$ cat config.mk
export PLATFORM = sky130hd
export DESIGN_NAME = fetch_sequencer
export DESIGN_NICKNAME = d
export VERILOG_FILES = /design/src/rtl/isa_pkg.sv /design/src/rtl/branch_lut.sv /design/src/rtl/fetch_sequencer.sv
export SDC_FILE = /design/constraint.sdc
export NUM_CORES = 1
export LEC_CHECK = 0
export BUFFER_PORTS_ARGS = -buffer_cell sky130_fd_sc_hd__buf_4
export CAP_MARGIN = 20
export CORE_ASPECT_RATIO = 2
export CORE_MARGIN = 3
export CORE_UTILIZATION = 45
export DETAILED_ROUTE_END_ITERATION = 12
export PLACE_DENSITY = 0.6
export RECOVER_POWER = 100
export SYNTH_ARGS = -nofsm -noshare
export SYNTH_HDL_FRONTEND = slang
export SYNTH_SLANG_ARGS = --single-unit
$ cat constraint.sdc
create_clock -name Clk -period 2 [get_ports Clk]
set_input_delay 0.1 -clock Clk [delete_from_list [all_inputs] [get_ports Clk]]
set_output_delay 0.1 -clock Clk [all_outputs]
set_load 0.005 [all_outputs]
$ cat src/rtl/isa_pkg.sv
// Shared ISA definitions: widths, opcodes and fetch-state encoding.
package isa_pkg;

  localparam int PC_W   = 10;
  localparam int LUT_AW = 5;

  typedef enum logic [3:0] {
    OP_AND, OP_OR, OP_ADD, OP_SUB,
    OP_ADDI, OP_MOV3, OP_MOV2, OP_CMP,
    OP_SHIFT, OP_BEQ, OP_BGE, OP_BLE,
    OP_BRANCH, OP_STORE, OP_LOAD, OP_HALT
  } opcode_e;

  typedef enum logic [1:0] {
    FS_IDLE,
    FS_RUN,
    FS_DONE
  } fetch_state_e;

endpackage

$ cat src/rtl/branch_lut.sv
// Branch-target table: registered entries, one write port,
// combinational read port.
module branch_lut #(
  parameter int AW = 5,
  parameter int DW = 10
) (
  input  logic          clk_i,
  input  logic          rst_ni,
  input  logic          we_i,
  input  logic [AW-1:0] waddr_i,
  input  logic [DW-1:0] wdata_i,
  input  logic [AW-1:0] raddr_i,
  output logic [DW-1:0] rdata_o
);

  localparam int Depth = 2 ** AW;

  logic [DW-1:0] mem_q [Depth];

  always_ff @(posedge clk_i or negedge rst_ni) begin
    if (!rst_ni) begin
      for (int i = 0; i < Depth; i++) begin
        mem_q[i] <= '0;
      end
    end else if (we_i) begin
      mem_q[waddr_i] <= wdata_i;
    end
  end

  assign rdata_o = mem_q[raddr_i];

endmodule

$ cat src/rtl/fetch_sequencer.sv
// Program-counter sequencer: IDLE/RUN/DONE control with
// table-driven branches and a saturating RUN-cycle counter.
module fetch_sequencer #(
  parameter int PC_W   = isa_pkg::PC_W,
  parameter int LUT_AW = isa_pkg::LUT_AW,
  parameter int CNT_W  = 16
) (
  input  logic              Clk,
  input  logic              Reset_n,
  input  logic              Start,
  input  logic              Branch,
  input  logic              Halt,
  input  logic [LUT_AW-1:0] BranchIdx,
  input  logic              LutWrEn,
  input  logic [LUT_AW-1:0] LutWrAddr,
  input  logic [PC_W-1:0]   LutWrData,
  output logic [PC_W-1:0]   PC,
  output logic              Running,
  output logic              Done,
  output logic [CNT_W-1:0]  CycleCount
);

  import isa_pkg::*;

  fetch_state_e     state_q;
  logic [PC_W-1:0]  pc_q;
  logic [PC_W-1:0]  pc_d;
  logic [PC_W-1:0]  lut_rd;
  logic [CNT_W-1:0] cnt_q;
  logic [CNT_W-1:0] cnt_d;
  logic             run_q;
  logic             done_q;
  logic             lut_we;

  // Table is frozen while a program runs, so reads never race writes.
  assign lut_we = LutWrEn && (state_q != FS_RUN);

  branch_lut #(
    .AW (LUT_AW),
    .DW (PC_W)
  ) u_lut (
    .clk_i   (Clk),
    .rst_ni  (Reset_n),
    .we_i    (lut_we),
    .waddr_i (LutWrAddr),
    .wdata_i (LutWrData),
    .raddr_i (BranchIdx),
    .rdata_o (lut_rd)
  );

  always_comb begin
    cnt_d = (&cnt_q) ? cnt_q : cnt_q + 1'b1;
    pc_d  = Branch ? lut_rd : pc_q + 1'b1;
  end

  always_ff @(posedge Clk or negedge Reset_n) begin
    if (!Reset_n) begin
      state_q <= FS_IDLE;
      pc_q    <= '0;
      cnt_q   <= '0;
      run_q   <= 1'b0;
      done_q  <= 1'b0;
    end else begin
      unique case (state_q)
        FS_IDLE, FS_DONE: begin
          if (Start) begin
            state_q <= FS_RUN;
            pc_q    <= '0;
            cnt_q   <= '0;
            run_q   <= 1'b1;
            done_q  <= 1'b0;
          end
        end
        FS_RUN: begin
          cnt_q <= cnt_d;
          if (Halt) begin
            state_q <= FS_DONE;
            run_q   <= 1'b0;
            done_q  <= 1'b1;
          end else begin
            pc_q <= pc_d;
          end
        end
        default: begin
          state_q <= FS_IDLE;
          run_q   <= 1'b0;
          done_q  <= 1'b0;
        end
      endcase
    end
  end

  assign PC         = pc_q;
  assign Running    = run_q;
  assign Done       = done_q;
  assign CycleCount = cnt_q;

endmodule

==> results.yml <==
finish:
  area_delta_synth_final_pct: 16.5
  design_area_um2: 19100
  fin_cells: 1803
  drive_gt1_frac: 0.449
  fin_nets: 1359
  diodes: 0
power:
  clkPwrFrac: 0.331
  p_switching_w: 0.00523
  combPwrFrac: 0.190
  cellPowerDensity_nw_per_um2: 1010
  vdd_drop_max_mv: 0.877
  power_switching_share: 0.270
  p_seq_frac: 0.479
  p_leak_nw: 8.85
  p_int_w: 0.0142
sta:
  hold_ws_ps: 22.5
  rsz0062_at_grt: "true"
  worst_pin_slew_ps: 1670
  slew_violations: 54
  hold_viol: 0
  fmax_mhz: 501
  max_slew_margin: -0.113
  period_minus_slack_ps: 2000
  min_period_over_period: 0.998
  fin_skew_ps: 15.8
  final-setup-viol-count: 0
cts:
  clk_path_buf_depth: 3
  postCtsSetupRepairBufs: 0
  clkTransAtPathRegs_ps: 70
  htreeDepth: 2
  clock_latency_ps: 530
  clkSinkCount: 349
  cts_root_buf: "clkbuf_16"
  cts_tree: "yes"
  cts_buffers: 34
placed_design:
  port_buffers: 53
  dpl.hpwl_mm: 34.0
  dp_cells: 1740
  gp_congestion: 0.929
  place_area_um2: 18200
die:
  fp.dieH_um: 276
  fp-row-count: 98
  die_w_um: 141
  pin_count: 54
  die_area_um2: 38900
  core_area_um2: 35900
  start_util: 0.457
detailed_routing:
  wl_mm: 47.7
  first_pass_iters: 5
  wire_per_inst_um: 26.5
  ant_nets: 0
  drtIter0Drc: 619
  drc_errors: 0
  num_vias: 10700
  vias_per_cell: 5.94
yosys:
  synth_common_cells: "dfrtp_1 (349), mux2_2 (329), mux2i_1 (70)"
  ys_seq_area_frac: 0.532
  synthCells: 1184
  syn_nets: 1212
  yosys-top-cells-area: "dfrtp_1 (53%), mux2_2 (23%), mux4_2 (5.4%)"
  yosysMostFrequentCell: "dfrtp_1"
  synth_top_cell_by_area: "dfrtp_1"
  synth_cell_types: 61
  yosysTopAreaCellShare: 0.532
  synth_edf_count: 0
  syn_avg_cell_area_um2: 13.9
  ys_warn_count: 0
  synth_area_um2: 16400
  async_flop_share: 1.00
  ys_ff_latch: 349
  ys.flop_type: "dfrtp_1"
setup_path:
  cp_data_arrival_time_ps: 2400
  path_buf_inv: 2
  crit_fanout: 8
  critPathTopFamily: "simple AND/OR/NAND/NOR gates"
  worstPathRequired_ps: 2400
  cpPeakStageDelay_ps: 350
  crit_chain: "nand2b_1, nand4b_1, buf_2, nor2_1, clkbuf_4, mux2_2"
  endpoint_kind: "register"
  worstSetupPathType: "register to register"
  worstSetupStartpointType: "register"
  r2r_setup_slack_ps: 4
  cp_slowest_cell: "mux2_2"
status:
  violations: "capacitance limit, slew limit"
  status: "finished, violations left"
global_route:
  grt_max_degree: 69
  grt-ovfl-total: 0
  grtUsageTotal: 0.246
  grt_pass1_wl_mm: 72.2
  grt_pass1_vias: 11400
  antenna_found_initial: 0
min_path:
  min-delay-path-class: "input port to register"
run:
  max_cap_violations: 1
## path summary, 6_finish.rpt
kind / from / to / cells past startpoint
min in group asynchronous: Reset_n / u_lut.mem_q[110] / 2
max in group asynchronous: Reset_n / u_lut.mem_q[131] / 3
worst min-delay path: LutWrAddr[1] / u_lut.mem_q[115] / 3
worst max-delay path: Done / u_lut.mem_q[148] / 6
worst min register to register: u_lut.mem_q[318] / u_lut.mem_q[318] / 1
worst max register to register: Done / u_lut.mem_q[148] / 6
## tightest hold or removal path, cell delays in order
cell and delay, ps:
buf_4 120, or4_1 150, mux2_1 130
## registers in the layout, summed over array words and instances, names as in the netlist
signal,flops
Running,1
state_q,1
Done,1
u_lut.mem_q,320
CycleCount,16
PC,10
## power by group through the flow
| stage | Sequential [W] | Combinational [W] | Clock (W) |
|---|---|---|---|
| 2_1_floorplan | 0.00913 | 0.00243 | 0 |
| 3_3_place_gp | 0.00934 | 0.00368 | 0 |
| 3_5_place_dp | 0.00942 | 0.00378 | 0 |
| 4_1_cts | 0.00929 | 0.00380 | 0.00659 |
| 5_1_grt | 0.00946 | 0.00396 | 0.00684 |
| 6_report | 0.00930 | 0.00368 | 0.00642 |
## per-stage QoR
stage | total power, W | setup slack (ps) | util | TNS [ps]
2_1_floorplan | 0.0116 | 178 | - | 0
3_3_place_gp | 0.0130 | -3.29 | 0.508 | -3.29
3_5_place_dp | 0.0132 | 2.51 | 0.508 | 0
4_1_cts | 0.0197 | 56.7 | 0.540 | 0
5_1_grt | 0.0203 | -20.5 | 0.532 | -348
6_report | 0.0194 | 3.99 | 0.532 | 0
## cells in the final DEF (no fill, tap or decap), types with 4 or more instances in the layout
master           n
a22oi_1         16
o221ai_1         6
mux4_2          39
o21ai_0         18
clkbuf_4        30
dlygate4sd3_1    5
nand3b_1         4
mux2_2         329
buf_6            4
o22ai_1         12
and3_1           5
nor2_2          12
nor2b_1         10
nand3_1         24
clkbuf_1        22
clkbuf_8        10
nand4_1         10
nand2_1         34
nand2b_1        10
buf_4          100
buf_12          11
dfrtp_1        349
inv_1            7
nor3_1          11
clkbuf_16       34
a221oi_1         6
mux2i_1         70
xor2_1           7
clkbuf_2        19
mux2_1          11
a21oi_1         19
nor2_1          42
## area by class of cell
cell class              instances  area, um2
clock buffers                  51       1010
clock inverters                 7       82.6
fillers                      3061      16800
inverters                       7       26.3
multi-input cells             751       7230
flip-flops and latches        349       8730
well taps                     450        563
repair buffers                188       1470
## cells by family after synthesis
logic type               synth area share
multiplexers                        0.332
AO/OA/AOI/OAI                      0.0444
XOR/XNOR                          0.00427
AND/OR/NAND/NOR                    0.0617
flip-flops                          0.532
adder cells (fa/ha/maj)           0.00152
buffers and inverters              0.0242
## repair_timing
item / 4_1_cts / 5_1_grt
gates resized for setup: 0 / 4
hold endpoints to repair: 338 / 0
hold buffers: 5 / 0
setup endpoints to repair: 0 / 14
## metal layers
| layer | vias to the layer above | part of all wire | global-route usage | wire length (um) |
|---|---|---|---|---|
| li1 | 4673 | - | - | - |
| met1 | 5619 | 0.36 | 0.280 | 17400 |
| met2 | 297 | 0.54 | 0.446 | 25500 |
| met3 | 123 | 0.039 | 0.0291 | 1850 |
| met4 | 0 | 0.062 | 0.124 | 2940 |
| met5 | - | 0 | 0 | 0 |
Power figures use the tool's default switching activity.
